**src/rtl/fetch_ctrl_if.sv**
```systemverilog
// fetch_ctrl_if: bundles the PC, instruction-memory, decode and redirect signals of the
// fetch controller.
//   master - the fetch controller: drives prox_end, halt, mem_req, mem_addr, instr,
//            instr_valid, fetch_err; observes pc, mem_ready, mem_data, instr_ack,
//            branch_taken, branch_target.
//   slave  - the surrounding pipeline/memory: the mirror image of master.
interface fetch_ctrl_if;
    logic [31:0] pc;
    logic [31:0] prox_end;
    logic        halt;
    logic        mem_req;
    logic [31:0] mem_addr;
    logic        mem_ready;
    logic [31:0] mem_data;
    logic [31:0] instr;
    logic        instr_valid;
    logic        instr_ack;
    logic        branch_taken;
    logic [31:0] branch_target;
    logic        fetch_err;

    modport master (
        input  pc, mem_ready, mem_data, instr_ack, branch_taken, branch_target,
        output prox_end, halt, mem_req, mem_addr, instr, instr_valid, fetch_err
    );

    modport slave (
        output pc, mem_ready, mem_data, instr_ack, branch_taken, branch_target,
        input  prox_end, halt, mem_req, mem_addr, instr, instr_valid, fetch_err
    );
endinterface

```
**src/rtl/fetch_ctrl.sv**
```systemverilog
// fetch_ctrl: instruction fetch controller. Requests the word at pc, waits for memory
// (with a timeout), offers the word to decode and computes the next PC value once the
// word is accepted. Redirects arriving before acceptance squash the in-flight word.
// Ports:
//   clock - sole clock, rising edge
//   reset - synchronous, active-high
//   bus   - fetch_ctrl_if.master (PC, memory, decode and redirect signals)
module fetch_ctrl #(
    parameter logic [5:0]  HALT_OPCODE = 6'h3F,
    parameter int unsigned MEM_TIMEOUT = 255
) (
    input  logic         clock,
    input  logic         reset,
    fetch_ctrl_if.master bus
);
    localparam int unsigned     CntW   = (MEM_TIMEOUT < 2) ? 1 : $clog2(MEM_TIMEOUT + 1);
    localparam logic [CntW-1:0] CntMax = CntW'(MEM_TIMEOUT);
    localparam logic [5:0]      OpJ    = 6'h02;
    localparam logic [5:0]      OpJal  = 6'h03;

    typedef enum logic [2:0] {StIdle, StReq, StWait, StDone, StHalted} state_t;

    state_t            state_q, state_d;
    logic [CntW-1:0]   wait_cnt_q, wait_cnt_d;
    logic [CntW-1:0]   wait_cnt_inc;
    logic              redir_valid_q, redir_valid_d;
    logic [31:0]       redir_target_q, redir_target_d;
    logic [31:0]       instr_q, instr_d;
    logic              fetch_err_q, fetch_err_d;

    logic [31:0]       pc_plus4;
    logic [5:0]        opcode;
    logic              halt, mem_req, instr_valid;
    logic [31:0]       prox_end;

    assign pc_plus4     = bus.pc + 32'd4;
    assign opcode       = instr_q[31:26];
    assign wait_cnt_inc = wait_cnt_q + CntW'(1);

    always_comb begin
        state_d        = state_q;
        wait_cnt_d     = wait_cnt_q;
        redir_valid_d  = redir_valid_q;
        redir_target_d = redir_target_q;
        instr_d        = instr_q;
        fetch_err_d    = fetch_err_q;
        halt           = 1'b1;
        mem_req        = 1'b0;
        instr_valid    = 1'b0;
        prox_end       = bus.pc;

        unique case (state_q)
            StIdle: state_d = StReq;

            StReq, StWait: begin
                mem_req = 1'b1;
                if (bus.branch_taken) begin
                    redir_valid_d  = 1'b1;
                    redir_target_d = bus.branch_target;
                end
                if (bus.mem_ready) begin
                    // Latched even when a redirect will squash it; instr_valid gates use.
                    instr_d = bus.mem_data;
                    state_d = StDone;
                end else if (state_q == StReq) begin
                    wait_cnt_d = '0;
                    state_d    = StWait;
                end else if (wait_cnt_inc == CntMax) begin
                    fetch_err_d = 1'b1;
                    state_d     = StHalted;
                end else begin
                    wait_cnt_d = wait_cnt_inc;
                end
            end

            StDone: begin
                if (redir_valid_q) begin
                    // Squash advance: drop the word and move the PC to the redirect.
                    // A redirect arriving in this very cycle is the newest and wins.
                    halt          = 1'b0;
                    prox_end      = bus.branch_taken ? bus.branch_target : redir_target_q;
                    redir_valid_d = 1'b0;
                    state_d       = StReq;
                end else begin
                    instr_valid = 1'b1;
                    if (bus.instr_ack) begin
                        halt = 1'b0;
                        if (bus.branch_taken) begin
                            prox_end = bus.branch_target;
                        end else if (opcode == OpJ || opcode == OpJal) begin
                            prox_end = {pc_plus4[31:28], instr_q[25:0], 2'b00};
                        end else begin
                            prox_end = pc_plus4;
                        end
                        state_d = (opcode == HALT_OPCODE) ? StHalted : StReq;
                    end else if (bus.branch_taken) begin
                        redir_valid_d  = 1'b1;
                        redir_target_d = bus.branch_target;
                    end
                end
            end

            StHalted: redir_valid_d = 1'b0;

            default: state_d = StIdle;
        endcase

        // Hold the interface at its reset values while reset is asserted.
        if (reset) begin
            halt        = 1'b1;
            mem_req     = 1'b0;
            instr_valid = 1'b0;
            prox_end    = '0;
        end
    end

    always_ff @(posedge clock) begin
        if (reset) begin
            state_q        <= StIdle;
            wait_cnt_q     <= '0;
            redir_valid_q  <= 1'b0;
            redir_target_q <= '0;
            instr_q        <= '0;
            fetch_err_q    <= 1'b0;
        end else begin
            state_q        <= state_d;
            wait_cnt_q     <= wait_cnt_d;
            redir_valid_q  <= redir_valid_d;
            redir_target_q <= redir_target_d;
            instr_q        <= instr_d;
            fetch_err_q    <= fetch_err_d;
        end
    end

    assign bus.prox_end    = prox_end;
    assign bus.halt        = halt;
    assign bus.mem_req     = mem_req;
    assign bus.mem_addr    = mem_req ? bus.pc : 32'd0;
    assign bus.instr       = instr_q;
    assign bus.instr_valid = instr_valid;
    assign bus.fetch_err   = fetch_err_q;
endmodule

```
**src/flat_wrapper.sv**
```systemverilog
// flat-port wrapper written by rule: the top's interface ports become plain ports
module fetch_ctrl_flat 
#(
    parameter logic [5:0]  HALT_OPCODE = 6'h3F,
    parameter int unsigned MEM_TIMEOUT = 255
)
  (clock, reset, bus_pc, bus_mem_ready, bus_mem_data, bus_instr_ack, bus_branch_taken, bus_branch_target, bus_prox_end, bus_halt, bus_mem_req, bus_mem_addr, bus_instr, bus_instr_valid, bus_fetch_err);
  fetch_ctrl_if bus_i ();
  input  logic clock;
  input  logic reset;
  input wire logic [$bits(bus_i.pc)-1:0] bus_pc;
  input wire logic [$bits(bus_i.mem_ready)-1:0] bus_mem_ready;
  input wire logic [$bits(bus_i.mem_data)-1:0] bus_mem_data;
  input wire logic [$bits(bus_i.instr_ack)-1:0] bus_instr_ack;
  input wire logic [$bits(bus_i.branch_taken)-1:0] bus_branch_taken;
  input wire logic [$bits(bus_i.branch_target)-1:0] bus_branch_target;
  output wire logic [$bits(bus_i.prox_end)-1:0] bus_prox_end;
  output wire logic [$bits(bus_i.halt)-1:0] bus_halt;
  output wire logic [$bits(bus_i.mem_req)-1:0] bus_mem_req;
  output wire logic [$bits(bus_i.mem_addr)-1:0] bus_mem_addr;
  output wire logic [$bits(bus_i.instr)-1:0] bus_instr;
  output wire logic [$bits(bus_i.instr_valid)-1:0] bus_instr_valid;
  output wire logic [$bits(bus_i.fetch_err)-1:0] bus_fetch_err;
  assign bus_i.pc = bus_pc;
  assign bus_i.mem_ready = bus_mem_ready;
  assign bus_i.mem_data = bus_mem_data;
  assign bus_i.instr_ack = bus_instr_ack;
  assign bus_i.branch_taken = bus_branch_taken;
  assign bus_i.branch_target = bus_branch_target;
  assign bus_prox_end = bus_i.prox_end;
  assign bus_halt = bus_i.halt;
  assign bus_mem_req = bus_i.mem_req;
  assign bus_mem_addr = bus_i.mem_addr;
  assign bus_instr = bus_i.instr;
  assign bus_instr_valid = bus_i.instr_valid;
  assign bus_fetch_err = bus_i.fetch_err;
  fetch_ctrl #(.HALT_OPCODE(HALT_OPCODE), .MEM_TIMEOUT(MEM_TIMEOUT)) u_core (.clock(clock), .reset(reset), .bus(bus_i));
endmodule
```
**config.mk**
```make
export PLATFORM = sky130hd
export DESIGN_NAME = fetch_ctrl_flat
export DESIGN_NICKNAME = d
export VERILOG_FILES = /design/src/rtl/fetch_ctrl_if.sv /design/src/rtl/fetch_ctrl.sv /design/src/flat_wrapper.sv
export SDC_FILE = /design/constraint.sdc
export NUM_CORES = 1
export LEC_CHECK = 0
export BUFFER_PORTS_ARGS = -buffer_cell sky130_fd_sc_hd__buf_2
export CAP_MARGIN = 15
export CORE_MARGIN = 5
export CORE_UTILIZATION = 40
export CTS_BUF_LIST = sky130_fd_sc_hd__clkbuf_2
export CTS_CLUSTER_DIAMETER = 30
export DETAILED_ROUTE_END_ITERATION = 16
export PLACE_DENSITY = 0.67
export SYNTH_ARGS = -nofsm -noshare
export SYNTH_HDL_FRONTEND = slang
export SYNTH_SLANG_ARGS = --single-unit
```
**constraint.sdc**
```tcl
create_clock -name clock -period 2.7 [get_ports clock]
set_input_delay 0.27 -clock clock [delete_from_list [all_inputs] [get_ports clock]]
set_output_delay 0.27 -clock clock [all_outputs]
set_load 0.01 [all_outputs]
```
==> results.ini, run 1 <==
[status]
status = finished, final reports clean

[yosys]
yosys-top-cells-count = nand2_1, a21oi_1, dfxtp_1
yosys_warnings = 0
yosysMostFrequentCell = nand2_1
synth_seq_cells = 77
synth_edf_count = 0
seq_area_frac_synth = 0.287
synth_area_um2 = 5370
synthArstFlopShare = 0
ys_types = 63
yosysTopAreaCell = dfxtp_1
synthTopCellsByArea = dfxtp_1, nand2_1, a21oi_1
yosys_most_used_dff = dfxtp_1
postSynthAreaPerCell_um2 = 7.02
postSynthCellCount = 765
synthesis.nets = 869
synth_top_cell_area_share = 0.287

[sta]
setup_viol = 0
min_period_ns = 2.63
setup_tns_ns = 0
hold_viol = 0
slew_headroom = 0.278
rsz0062_at_grt = true
slew_viol_final = 0
max_freq_mhz = 380
fin_crit_sh = 0.974
tightest_slew_ns = 1.08
clock_skew_ns = 0.0359
hold_ws_ns = 0.124

[min_path]
hold_path_end = u_core.bus.fetch_err
hp-start = bus_mem_ready
hold_depth = 4
holdCritPathClass = input port to flip-flop

[power]
ir_drop_uv = 334
power_uw = 3390
power.density_nw_per_um2 = 447
p_leak_uw = 0.00323

[final_layout]
drive_above_1_share = 0.294
area_growth_syn_to_layout_pct = 41.0
final_cells = 1204
final_nets = 1126
design_area_um2 = 7570

[die]
die_h_um = 126
start_util = 0.407
rows = 42
die_w_um = 126
dieArea_um2 = 15800
core-area_um2 = 13200
io_pins = 201

[placement]
place_inst = 1112
dp_hpwl_um = 15100
port_buffers = 200
dpl_cell_area_um2 = 6600
place.gp.congestion = 0.865

[critical_path]
rr_endpoint = u_core.wait_cnt_q[2]
setup.worst_path.end_class = output port
critPathSlowestCell = or4b_4
path_max_fanout = 8
r2r_start = u_core.wait_cnt_q[0]
critPathLaunchType = flip-flop
required_ns = 2.43
regToRegSetupSlack_ns = 0.60
rr_worst_depth = 6
critPathKind = flip-flop to output port
crit_chain = or4b_4 -> nor3_4 -> buf_6 -> a221oi_1 -> a31oi_1 -> buf_2
critPathMaxStageDelay_ns = 0.55
worstPathArrival_ns = 2.36

[global_route]
grt_pass1_wl_um = 33000
grt_max_degree = 65
grt_pass1_vias = 6133
grt_overflow = 0
antenna_found_initial = 1
track_usage = 0.257

[route]
ant_nets = 0
first_pass_iters = 5
vias = 6714
route.detailed.drc = 0
drtIter0Drc = 710
viasPerCell = 5.58
post_drt_wl_per_cell_um = 17.8
wl_um = 21500

[cts]
cts_sinks = 77
worstSkewPairLatency_ns = 0.59
tritoncts.num_buffers = 9
clk_pin_slew_ns = 0.21
clockBufferDepth = 2
cts_tree = yes
cts-root-buf = clkbuf_2
htree_levels = 3

[flow_run]
cap_violations = 0

[state kept, by name, summed over array words and instances (netlist names)]
signal,flops
u_core.redir_target_q,32
u_core.redir_valid_q,1
u_core.bus.instr,32
u_core.state_q,3
u_core.bus.fetch_err,1
u_core.wait_cnt_q,8
[worst max-delay path by stage]
stage | start | endpoint | cells past startpoint | slack [ns]
global route | u_core.bus.instr[28] | bus_prox_end[14] | 6 | -0.04
global placement | bus_pc[2] | bus_prox_end[30] | 8 | 0.34
detailed placement | u_core.bus.instr[27] | bus_prox_end[14] | 6 | 0.30
CTS | u_core.state_q[2] | bus_prox_end[30] | 5 | 0.005
finish | u_core.bus.instr[28] | bus_prox_end[22] | 6 | 0.07
floorplan | u_core.bus.instr[28] | bus_prox_end[14] | 5 | 0.70
[metrics by stage]
stage | setup WS, ns | util
2_1_floorplan | 0.702 | -
3_3_place_gp | 0.338 | 0.501
3_5_place_dp | 0.303 | 0.501
4_1_cts | 0.00503 | 0.563
5_1_grt | -0.0374 | 0.574
6_report | 0.0700 | 0.574
[cells in the final DEF (no fill, tap or decap), drive strengths merged, types with 17 or more instances in the layout]
cell | netlist | final
a21oi | 104 | 105
a31oi | 20 | 20
and2 | 30 | 30
buf | 17 | 239
dfxtp | 77 | 77
dlygate4sd3 | 0 | 64
mux2i | 18 | 18
nand2 | 184 | 185
nand4 | 17 | 17
nor2 | 34 | 34
nor3 | 19 | 19
o21ai | 42 | 42
[kinds of logic after synthesis]
| family | after synthesis | share of synthesized area |
|---|---|---|
| xor+xnor | 24 | 0.0392 |
| fa+ha+maj | 3 | 0.00699 |
| flops | 77 | 0.287 |
| buf+inv | 68 | 0.0503 |
| compound gates | 220 | 0.250 |
| mux | 21 | 0.0399 |
| simple gates | 352 | 0.326 |
[worst max-delay path: cells and delay by family, from the launching register on]
kind	cells	cell delay [ns]
AOI/OAI and AO/OA	2	0.29
and+or+nand+nor	2	0.77
DFF	1	0.40
buffers and inverters	2	0.36
[final cells by class]
type,count,area [um2]
fillers,1250,5620
multi-input cells,622,3700
repair buffers,303,1940
flip-flops and latches,77,1560
well taps,176,220
clock inverters,6,63.8
clock buffers,10,50.0
inverters,9,33.8
diodes,1,2.50
[repair_timing]
action,in CTS,in global routing
cloned,0,2
setup endpoints to repair,25,29
setup buffers,2,7
hold buffers,64,0
pin swaps,2,6
gates resized for setup,16,13
hold endpoints to repair,64,0
[power breakdown]
| group | internal [uW] | switching, uW |
|---|---|---|
| Sequential | 1260 | 115 |
| Combinational | 559 | 808 |
| Clock | 215 | 430 |
[routing by layer]
metal | vias to the layer above | part of all wire | GRT usage
li1 | 3249 | - | -
met1 | 3096 | 0.44 | 0.359
met2 | 334 | 0.45 | 0.393
met3 | 35 | 0.084 | 0.0478
met4 | 0 | 0.024 | 0.0984
met5 | - | 0 | 0
Power figures use the tool's default switching activity.
==> run 2: changes to the inputs <==
RECOVER_POWER = 100   (was unset)
clock period = 2.9 ns   (was 2.7 ns; I/O delays follow)
==> results.ini, run 2 (synthesized netlist as in run 1, its figures left out) <==
[status]
status = finished, final reports clean

[route]
post_drt_wl_per_cell_um = 17.6
viasPerCell = 5.61
vias = 6676
route.detailed.drc = 0
drtIter0Drc = 623
ant_nets = 0
wl_um = 21000
first_pass_iters = 5

[power]
power.density_nw_per_um2 = 415
power_uw = 3080
p_leak_uw = 0.00315
ir_drop_uv = 294

[sta]
fin_crit_sh = 0.965
setup_tns_ns = 0
rsz0062_at_grt = true
hold_viol = 0
fin_ws_ns = 0.101
max_freq_mhz = 357
slew_headroom = 0.648
clock_skew_ns = 0.0370
tightest_slew_ns = 0.525
slew_viol_final = 0
min_period_ns = 2.80
setup_viol = 0

[die]
start_util = 0.407
rows = 42
io_pins = 201
core-area_um2 = 13200
die_w_um = 126
dieArea_um2 = 15800
die_h_um = 126

[cts]
clk_pin_slew_ns = 0.22
cts-root-buf = clkbuf_2
htree_levels = 3
tritoncts.num_buffers = 9
cts_tree = yes
worstSkewPairLatency_ns = 0.59
cts_sinks = 77
clockBufferDepth = 2

[placement]
port_buffers = 200
place.gp.congestion = 0.881
place_inst = 1105
place_ws_ns = 0.419
dp_hpwl_um = 15000

[final_layout]
final_cells = 1191
fillCellCount = 1285
drive_above_1_share = 0.278
most-common-layout-cells = buf_2, nand2_1, a21oi_1, dfxtp_1, dlygate4sd3_1
final_common_cell = buf_2
area_growth_syn_to_layout_pct = 38.3
final_nets = 1113

[critical_path]
critPathLaunchType = flip-flop
rr_worst_depth = 6
setup.worst_path.end_class = output port
regToRegSetupSlack_ns = 0.82
path_max_fanout = 14
required_ns = 2.61
r2r_start = u_core.wait_cnt_q[0]
startpoint = u_core.state_q[2]
rr_endpoint = u_core.wait_cnt_q[2]
worstPathArrival_ns = 2.51
critPathKind = flip-flop to output port
worstSetupEndpoint = bus_prox_end[19]

[global_route]
antenna_found_initial = 1
grt_pass1_vias = 6283
grt_max_degree = 42
grt_pass1_wl_um = 33100
track_usage = 0.254
grt_overflow = 0

[flow_run]
cap_violations = 0

[min_path]
holdCritPathClass = input port to flip-flop
hold_depth = 4

## run 2: cell count changes in the layout (fill, tap and decap cells not counted), sizes merged
cell,change
clkinvlp,-1
buf,-14
clkbuf,+2
nand2,-1
bufinv,-1
a21oi,-1
inv,+3
## run 2: critical path, stage by stage (launching register included)
cell and delay, ns:
dfxtp_4 0.41, buf_4 0.19, nand4bb_2 0.33, a211oi_2 0.27
buf_4 0.19, o211ai_1 0.09, a21oi_1 0.14, and4b_1 0.19
buf_2 0.14
## run 2: power by group
part | total [uW] | internal, uW | switching [uW] | leakage [uW]
clock | 569 | 126 | 443 | 0.0000625
combinational | 1220 | 495 | 722 | 0.00246
sequential | 1290 | 1170 | 119 | 0.000631
total | 3080 | 1790 | 1280 | 0.00315
## run 2: cell type report
class | instances | area (um2) | share of cell area
antenna | 1 | 2.50 | 0.000337
clock buffer | 9 | 45.0 | 0.00607
tap | 176 | 220 | 0.0297
timing repair buffer | 292 | 1860 | 0.250
clock inverter | 7 | 57.6 | 0.00775
multi-input combinational | 620 | 3650 | 0.491
sequential | 77 | 1560 | 0.210
inverter | 9 | 33.8 | 0.00455
## run 2: how the worst min path moves through the flow
stage | start | end | slack [ns]
finish | bus_mem_ready | u_core.state_q[2] | 0.10
global route | bus_mem_ready | u_core.bus.fetch_err | 0.07
CTS | bus_mem_ready | u_core.state_q[2] | 0.07
detailed placement | u_core.redir_target_q[1] | u_core.redir_target_q[1] | 0.44
global placement | u_core.redir_target_q[3] | u_core.redir_target_q[3] | 0.44
floorplan | bus_branch_target[0] | u_core.redir_target_q[0] | 0.43
## run 2: timing repair
item                                   4_1_cts  5_1_grt
setup endpoints to repair                   20       20
pin swaps                                    1        5
endpoints found under the hold margin       64        0
setup buffers                                2        3
hold buffers                                64        0
gates resized for setup                      7       20
## run 2: per-stage QoR
| stage | hold WS, ns | area [um2] | utilization |
|---|---|---|---|
| final | 0.103 | 7420 | 0.563 |
| after global routing | 0.0691 | 7420 | 0.563 |
| after CTS | 0.0671 | 7330 | 0.556 |
| after detailed placement | 0.445 | 6550 | 0.497 |
| after global placement | 0.442 | 6550 | 0.497 |
| after floorplan | 0.426 | 5370 | - |
## run 2: layer usage
layer	routed length [um]	global-route usage
met5	0	0
met4	471	0.0871
met3	1550	0.0474
met2	9510	0.398
met1	9470	0.353
